==> config.mk <==
export PLATFORM = sky130hd
export DESIGN_NAME = instruction_cache_unit_flat
export DESIGN_NICKNAME = d
export VERILOG_FILES = /design/src/rtl/instruction_cache_unit_pkg.sv /design/src/rtl/instruction_cache_unit_if.sv /design/src/rtl/icache_word_select.sv /design/src/rtl/instruction_cache_unit.sv /design/src/flat_wrapper.sv
export SDC_FILE = /design/constraint.sdc
export NUM_CORES = 1
export LEC_CHECK = 0
export BUFFER_PORTS_ARGS = -buffer_cell sky130_fd_sc_hd__buf_2
export CAP_MARGIN = 0
export CORE_MARGIN = 4
export CORE_UTILIZATION = 35
export CTS_CLUSTER_SIZE = 20
export DETAILED_ROUTE_END_ITERATION = 8
export PLACE_DENSITY = 0.51
export SYNTH_ARGS = -nofsm -noshare
export SYNTH_HDL_FRONTEND = slang
export SYNTH_SLANG_ARGS = --single-unit
==> constraint.sdc <==
create_clock -name CLK -period 34.1 [get_ports CLK]
set_input_delay 1.705 -clock CLK [delete_from_list [all_inputs] [get_ports CLK]]
set_output_delay 1.705 -clock CLK [all_outputs]
set_load 0.02 [all_outputs]
==> src/rtl/instruction_cache_unit_pkg.sv <==
// Shared constants for the instruction cache.
// Geometry: direct-mapped, 8 blocks of 128 bits (four 32-bit words) over a
// 1 KB instruction space. Also defines the cache controller state encoding.
package instruction_cache_unit_pkg;

    localparam int TAG_W      = 3;
    localparam int INDEX_W    = 3;
    localparam int WORD_SEL_W = 2;
    localparam int BLOCK_W    = 128;
    localparam int NUM_BLOCKS = 8;
    localparam int MEM_ADDR_W = 6;
    localparam int WORD_W     = 32;

    typedef enum logic [1:0] {
        ST_IDLE     = 2'd0,
        ST_MEM_READ = 2'd1,
        ST_UPDATE   = 2'd2
    } state_t;

endpackage

==> src/rtl/instruction_cache_unit_if.sv <==
// Bus bundle between CPU fetch stage, instruction cache and instruction memory.
//   ADDRESS      CPU -> cache   instruction byte address
//   INSTRUCTION  cache -> CPU   fetched word, meaningful only when BUSYWAIT=0
//   BUSYWAIT     cache -> CPU   stall; CPU holds ADDRESS stable while high
//   MEM_READ     cache -> mem   block read request
//   MEM_ADDRESS  cache -> mem   block address {tag, index}
//   MEM_READDATA mem -> cache   16-byte block, word 0 in bits [31:0]
//   MEM_BUSYWAIT mem -> cache   high while busy; low means MEM_READDATA is valid
// Handshake: a request is MEM_READ held high with a stable MEM_ADDRESS; it
// completes on the first rising edge where MEM_BUSYWAIT is low. On the CPU
// side BUSYWAIT is the inverse of "ready": INSTRUCTION is consumed only on an
// edge where BUSYWAIT is low.
// Modports: slave = cache side, master = CPU/memory environment side.
interface instruction_cache_unit_if;

    logic [31:0]                                        ADDRESS;
    logic [31:0]                                        INSTRUCTION;
    logic                                               BUSYWAIT;
    logic                                               MEM_READ;
    logic [instruction_cache_unit_pkg::MEM_ADDR_W-1:0]  MEM_ADDRESS;
    logic [instruction_cache_unit_pkg::BLOCK_W-1:0]     MEM_READDATA;
    logic                                               MEM_BUSYWAIT;

    modport slave (
        input  ADDRESS, MEM_READDATA, MEM_BUSYWAIT,
        output INSTRUCTION, BUSYWAIT, MEM_READ, MEM_ADDRESS
    );

    modport master (
        output ADDRESS, MEM_READDATA, MEM_BUSYWAIT,
        input  INSTRUCTION, BUSYWAIT, MEM_READ, MEM_ADDRESS
    );

endinterface

==> src/rtl/icache_word_select.sv <==
// Selects one 32-bit word out of a 128-bit cache block.
//   block : 128-bit block, word 0 in bits [31:0]
//   sel   : word index within the block
//   word  : selected word (purely combinational)
module icache_word_select
    import instruction_cache_unit_pkg::*;
(
    input  logic [BLOCK_W-1:0]    block,
    input  logic [WORD_SEL_W-1:0] sel,
    output logic [WORD_W-1:0]     word
);

    always_comb begin
        word = block[WORD_W-1:0];
        case (sel)
            2'd0: word = block[31:0];
            2'd1: word = block[63:32];
            2'd2: word = block[95:64];
            2'd3: word = block[127:96];
            default: word = block[31:0];
        endcase
    end

endmodule

==> src/rtl/instruction_cache_unit.sv <==
// Read-only direct-mapped instruction cache, 8 x 128-bit blocks.
// Hits return the instruction combinationally in the same cycle; a miss
// stalls the CPU, fetches the whole block from memory and refills the line.
//   CLK, RESET   : clock, synchronous active-high reset
//   bus (slave)  : CPU fetch and instruction memory signals
//   debug_state  : current controller state
module instruction_cache_unit
    import instruction_cache_unit_pkg::*;
(
    input  logic                    CLK,
    input  logic                    RESET,
    instruction_cache_unit_if.slave bus,
    output state_t                  debug_state
);

    logic [TAG_W-1:0]      addr_tag;
    logic [INDEX_W-1:0]    addr_index;
    logic [WORD_SEL_W-1:0] addr_word;

    // Upper address bits alias into the 1 KB space; byte offset is ignored.
    logic unused_addr_bits;

    assign addr_tag         = bus.ADDRESS[9:7];
    assign addr_index       = bus.ADDRESS[6:4];
    assign addr_word        = bus.ADDRESS[3:2];
    assign unused_addr_bits = ^{bus.ADDRESS[31:10], bus.ADDRESS[1:0]};

    logic [NUM_BLOCKS-1:0] valid_q;
    logic [TAG_W-1:0]      tag_q  [NUM_BLOCKS];
    logic [BLOCK_W-1:0]    data_q [NUM_BLOCKS];

    state_t state_q, state_d;
    logic   hit;
    logic   busywait;
    logic   mem_read;

    assign hit = valid_q[addr_index] && (tag_q[addr_index] == addr_tag);

    icache_word_select u_word_select (
        .block (data_q[addr_index]),
        .sel   (addr_word),
        .word  (bus.INSTRUCTION)
    );

    always_comb begin
        state_d  = state_q;
        busywait = 1'b1;
        mem_read = 1'b0;
        case (state_q)
            ST_IDLE: begin
                busywait = !hit;
                if (!hit) state_d = ST_MEM_READ;
            end
            ST_MEM_READ: begin
                mem_read = 1'b1;
                if (!bus.MEM_BUSYWAIT) state_d = ST_UPDATE;
            end
            ST_UPDATE: begin
                state_d = ST_IDLE;
            end
            default: state_d = ST_IDLE;
        endcase
    end

    always_ff @(posedge CLK) begin
        if (RESET) state_q <= ST_IDLE;
        else       state_q <= state_d;
    end

    // The CPU holds ADDRESS during the stall, so the line being refilled is
    // still addressed by ADDRESS in UPDATE; MEM_READDATA is still driven then.
    always_ff @(posedge CLK) begin
        if (RESET)                     valid_q             <= '0;
        else if (state_q == ST_UPDATE) valid_q[addr_index] <= 1'b1;
    end

    // Tag and data need no reset: a cleared valid bit masks them.
    always_ff @(posedge CLK) begin
        if (!RESET && state_q == ST_UPDATE) begin
            tag_q[addr_index]  <= addr_tag;
            data_q[addr_index] <= bus.MEM_READDATA;
        end
    end

    assign bus.BUSYWAIT    = busywait;
    assign bus.MEM_READ    = mem_read;
    assign bus.MEM_ADDRESS = {addr_tag, addr_index};
    assign debug_state     = state_q;

endmodule

==> src/flat_wrapper.sv <==
// flat-port wrapper written by rule: the top's interface ports become plain ports
module instruction_cache_unit_flat import instruction_cache_unit_pkg::*;
  (CLK, RESET, debug_state, bus_ADDRESS, bus_MEM_READDATA, bus_MEM_BUSYWAIT, bus_INSTRUCTION, bus_BUSYWAIT, bus_MEM_READ, bus_MEM_ADDRESS);
  instruction_cache_unit_if bus_i ();
  input  logic CLK;
  input  logic RESET;
  output state_t debug_state;
  input wire logic [$bits(bus_i.ADDRESS)-1:0] bus_ADDRESS;
  input wire logic [$bits(bus_i.MEM_READDATA)-1:0] bus_MEM_READDATA;
  input wire logic [$bits(bus_i.MEM_BUSYWAIT)-1:0] bus_MEM_BUSYWAIT;
  output wire logic [$bits(bus_i.INSTRUCTION)-1:0] bus_INSTRUCTION;
  output wire logic [$bits(bus_i.BUSYWAIT)-1:0] bus_BUSYWAIT;
  output wire logic [$bits(bus_i.MEM_READ)-1:0] bus_MEM_READ;
  output wire logic [$bits(bus_i.MEM_ADDRESS)-1:0] bus_MEM_ADDRESS;
  assign bus_i.ADDRESS = bus_ADDRESS;
  assign bus_i.MEM_READDATA = bus_MEM_READDATA;
  assign bus_i.MEM_BUSYWAIT = bus_MEM_BUSYWAIT;
  assign bus_INSTRUCTION = bus_i.INSTRUCTION;
  assign bus_BUSYWAIT = bus_i.BUSYWAIT;
  assign bus_MEM_READ = bus_i.MEM_READ;
  assign bus_MEM_ADDRESS = bus_i.MEM_ADDRESS;
  instruction_cache_unit u_core (.CLK(CLK), .RESET(RESET), .bus(bus_i), .debug_state(debug_state));
endmodule
Word level (Yosys, flattened, before mapping)

Memories as Yosys holds them, arrays and structs flattened.
Index checks and enable logic that the tools add are counted.

Register bits after elaboration: 10
Bits in writable memories: 1048
Input bits: 163
Output and inout port bits: 42
Logic and storage cells: 35
Memories: 2

Memory list:

| name          | words | bits a word | read ports | clocked after memory_dff | wr ports | line                         | text |
|---|---|---|---|---|---|---|---|
| u_core.data_q | 8     | 128         | 1          | 0                        | 1        | instruction_cache_unit.sv:30 | `logic [BLOCK_W-1:0] data_q [NUM_BLOCKS];` |
| u_core.tag_q  | 8     | 3           | 1          | 0                        | 1        | instruction_cache_unit.sv:29 | `logic [TAG_W-1:0] tag_q [NUM_BLOCKS];` |

$lt $le $gt $ge: 2
Equality and inequality tests: 8
Mux-type cells: 12
Bitwise operators: 1
Reductions and logical operators: 8

Operators with widths:

| operator             | number |
|---|---|
| $pmux W32 S4         | 1 |
| $or A8 B8 Y8         | 1 |
| $eq A2 B2 Y1 const B | 3 |
| $mux W1              | 6 |
| $eq A2 B1 Y1 const B | 2 |
| $logic_not A2 Y1     | 2 |
| $lt A3 B4 Y1 const B | 1 |
| $mux W2              | 2 |
| $ne A2 B2 Y1 const B | 2 |
| $pmux W2 S2          | 1 |
| $bmux W1 S3          | 1 |
| $demux W1 S3         | 1 |
| $eq A3 B3 Y1         | 1 |
| $ge A3 B1 Y1 const B | 1 |
| $logic_and A1 B1 Y1  | 3 |
| $logic_not A1 Y1     | 2 |
| $reduce_and A2 Y1    | 1 |

Longest topological paths before layout

Word-level depth: 5
Mapped depth: 10
Mapped depth without buffers: 5

By module

Synthesis repeated with hierarchy kept, for this count alone.

Cell total of the unflattened synthesis: 2229
Area total of the unflattened synthesis: 40614.0 µm²

Modules (own cells, without submodules):

| module                 | instances | cells an instance | area each (µm²) | sequential area each (µm²) |
|---|---|---|---|---|
| instruction_cache_unit | 1         | 2190              | 39799.4         | 31670.4 |
| icache_word_select     | 1         | 39                | 814.5           | 0.0 |

Worst setup path before layout

Ideal clock, no wire load.

Path type: input port to flip-flop
From: input bus_ADDRESS[5]
To: memory u_core.data_q[1][0], enable pin
Library setup time: 0.783 ns
Arrival time: 11.511 ns
Data required time: 33.317 ns
Slack: 21.805 ns
Stages: 7
Path buffers: 6
Cells stage by stage: buf_4 > buf_6 > buf_6 > buf_6 > buf_4 > buf_2 > nor3_1

RTL lines:

| element     | line                         | text |
|---|---|---|
| from (decl) | flat_wrapper.sv:8            | `input wire logic [$bits(bus_i.ADDRESS)-1:0] bus_ADDRESS;` |
| to (decl)   | instruction_cache_unit.sv:30 |  |

No word-level cell before the write port.

Worst setup path after layout

From: input bus_ADDRESS[6]
To: output bus_INSTRUCTION[0]

Word-level cells in the longest chain between the ends: 2

RTL lines:

| element         | line                     | text |
|---|---|---|
| $mem_v2 Z8 W128 | -                        |  |
| $pmux W32 S4    | icache_word_select.sv:15 | `case (sel)` |
| to (decl)       | flat_wrapper.sv:11       | `output wire logic [$bits(bus_i.INSTRUCTION)-1:0] bus_INSTRUCTION;` |

No other way between the ends.

==> summary.txt <==
Hold Buf Count CTS: 0
setup TNS: 0 ns
row count: 125
largest net degree at the start of global routing: 114
CP Max Fanout: 39
Static Leak: 0.0155 uW
register bit total from synthesis: 1058
post-synthesis mux area share: 8.50%
final hold vios: 0
number of flops mapped to enable cells by yosys: 1048
P per Cell Area: 60.1 mW/mm^2
Pwr Total: 2840 uW
Ys Warns: 0
WP data arrival: 5.97 ns
Mapped Area: 0.0410 mm^2
placed insts: 3859
Routed Antenna Nets: 0
H-tree depth: 3
largest family of logic cells by synthesized area: compound AO/OA/AOI/OAI gates
WL per Instance: 31.0 um
fin cells: 4080
Final Skew: 0.0291 ns
most frequent CP cell: buf_4
io pins: 205
CTS max path bufs: 3
CTS resizes: 0
maximum clock rate: 0.130 GHz
most common flop cell mapped by yosys: edfxtp_1
Via density: 5.61
Max-slew headroom: 14.4%
slowest library cell on the worst path: and2_1
peak supply drop: 0.0363 mV
Skew-Pair Late Insertion Delay: 0.69 ns
CP bufs+invs: 5
Syn Inst Count: 2237
Hold WC Path Type: register to register
RSZ-0062 raised after global routing: false
Via Count: 22900
Clock Tree Root: clkbuf_16
crit start category: input pin
adder-cell share of the synthesized area: 0%
DPL Wire Length: 71100 um
Post-Syn Nets: 2400
final core utilization: 40.8%
drt first pass iters: 8
Core ar.: 0.116 mm^2
critical-path cell list: clkbuf_8 > buf_4 > buf_4 > and2_1 > buf_4 > a22oi_1 > o221a_2 > a22oi_1 > o211a_1 > buf_2
Mean Syn Cell Area: 18.3 um^2
critical path endpoint category: output port
area grow syn2layout: 15.5%
final worst path period need: 7.68 ns
crit-path leading delay family: buffers and inverters
post-synthesis sequential area ratio: 77.2%
Yosys cell types: 70
GRT Util Overall: 20.1%
post-synthesis xor/xnor area fraction: 0%
status: completed
fin nets: 2609
Post-CTS Setup Repair Bufs: 0
commonest non-fill, non-tap cell in the layout: edfxtp_1
register area: 0.0317 mm^2
clock sink count: 1058
GP Congestion: 0.765
crit share post-route: 22.5%
Die ar.: 0.123 mm^2
Largest stage delay, worst path: 0.65 ns
vias in the first global route: 22600
antenna violations before repair: 50
compound-gate portion of the synthesized area: 9.23%
Critical Path RT: 32.39 ns
async set-reset flop share out of synthesis: 0%
setup violators final: 0
# DRC: 0
CTS Buf Count: 109
total grt overflow: 0
CTS tree: done
Worst-path clk slew: 0.06 ns
first-pass GRT wire length: 176000 um
DRT iter0 DRCs: 2536
simple-gate area share of the yosys netlist: 2.61%
Die Width: 350 um
commonest cells after routing, fill and taps aside: edfxtp_1 (1048), buf_2 (177), mux2i_1 (141)
Port Buffers: 180
Pins Over Slew Limit: 0
area of the multi-input gates: 0.00844 mm^2
share of post-route cells with drive strength above 1: 22.5%
hold_ws: 0.454 ns
WS Path Type: input pin to output port
Die Ht: 350 um
Worst Tran Pin Value: 1.27 ns
Total Wirelength: 126000 um
Max Cap Viol: 0
fillcell total: 10400
initial core utilization: 35.3%
==> metrics by stage <==
stage	instance area [um^2]	setup WS [ns]
floorplan	41000	21.81
global placement	43500	26.48
detailed placement	43500	26.50
CTS	47300	26.49
global route	47300	26.22
finish	47400	26.42
==> cell families (layout without fill, tap and decap cells) <==
| family | Yosys count | in the layout |
|---|---|---|
| AO/OA/AOI/OAI | 506 | 506 |
| other | 0 | 16 |
| flip-flops | 1058 | 1058 |
| AND/OR/NAND/NOR | 245 | 245 |
| multiplexers | 269 | 269 |
| buffers and inverters | 159 | 462 |
==> layout make-up <==
cell class	instances	area share, %
clock buffer	135	6.19
antenna	16	0.0845
sequential	1058	66.9
timing repair buffer	251	3.17
clock inverter	70	1.80
inverter	6	0.0528
multi-input combinational	1020	17.8
tap	1524	4.03
==> worst paths after layout <==
check,startpoint,endpoint,slack [ns],depth (start not counted)
min,u_core.valid_q[0],u_core.valid_q[0],0.45,1
max,bus_ADDRESS[6],bus_INSTRUCTION[0],26.42,10
max reg2reg,u_core.debug_state[0],u_core.data_q[6][51],30.93,5
min reg2reg,u_core.valid_q[0],u_core.valid_q[0],0.45,1
==> worst reg2reg max path, stage by stage (launching register included) <==
cell and delay (ns):
dfxtp_1 0.35, nor2_1 0.12, nand2_1 0.39, nor3_2 0.31, buf_4 0.77, buf_4 0.84
==> synthesized netlist by cell type, types with 12 or more instances <==
cell	instances	area, um^2
edfxtp_1	1048	31500
o2bb2ai_1	22	193
o22a_1	12	105
a221oi_1	88	771
nor2_1	88	330
o221ai_1	21	184
a21oi_1	54	270
nand2_1	98	368
a22oi_1	76	571
o21ai_0	52	260
a22o_1	26	228
mux2i_1	141	1410
a31oi_1	20	125
buf_4	38	285
buf_2	55	275
mux2_2	64	721
o21ai_1	13	65.1
mux4_2	56	1260
o22ai_1	30	188
clkbuf_1	33	124
a221o_1	18	180
buf_6	23	259
==> registers in the layout, summed over array words and instances (netlist names) <==
name / flops
u_core.data_q: 1024
u_core.debug_state: 2
u_core.tag_q: 24
u_core.valid_q: 8
==> power breakdown <==
group          internal (uW)  switching [uW]
registers               1430           0.878
clock network            753             497
logic                   48.5             114
total                   2230             611
==> layer usage <==
metal	GRT usage (%)	share of wire [%]	wire length (um)
met3	5.47	8.4	10600
met5	0	0.15	184
met4	6.70	3.0	3790
met1	27.7	43	54000
met2	31.2	46	57900
Power figures use the tool's default switching activity.
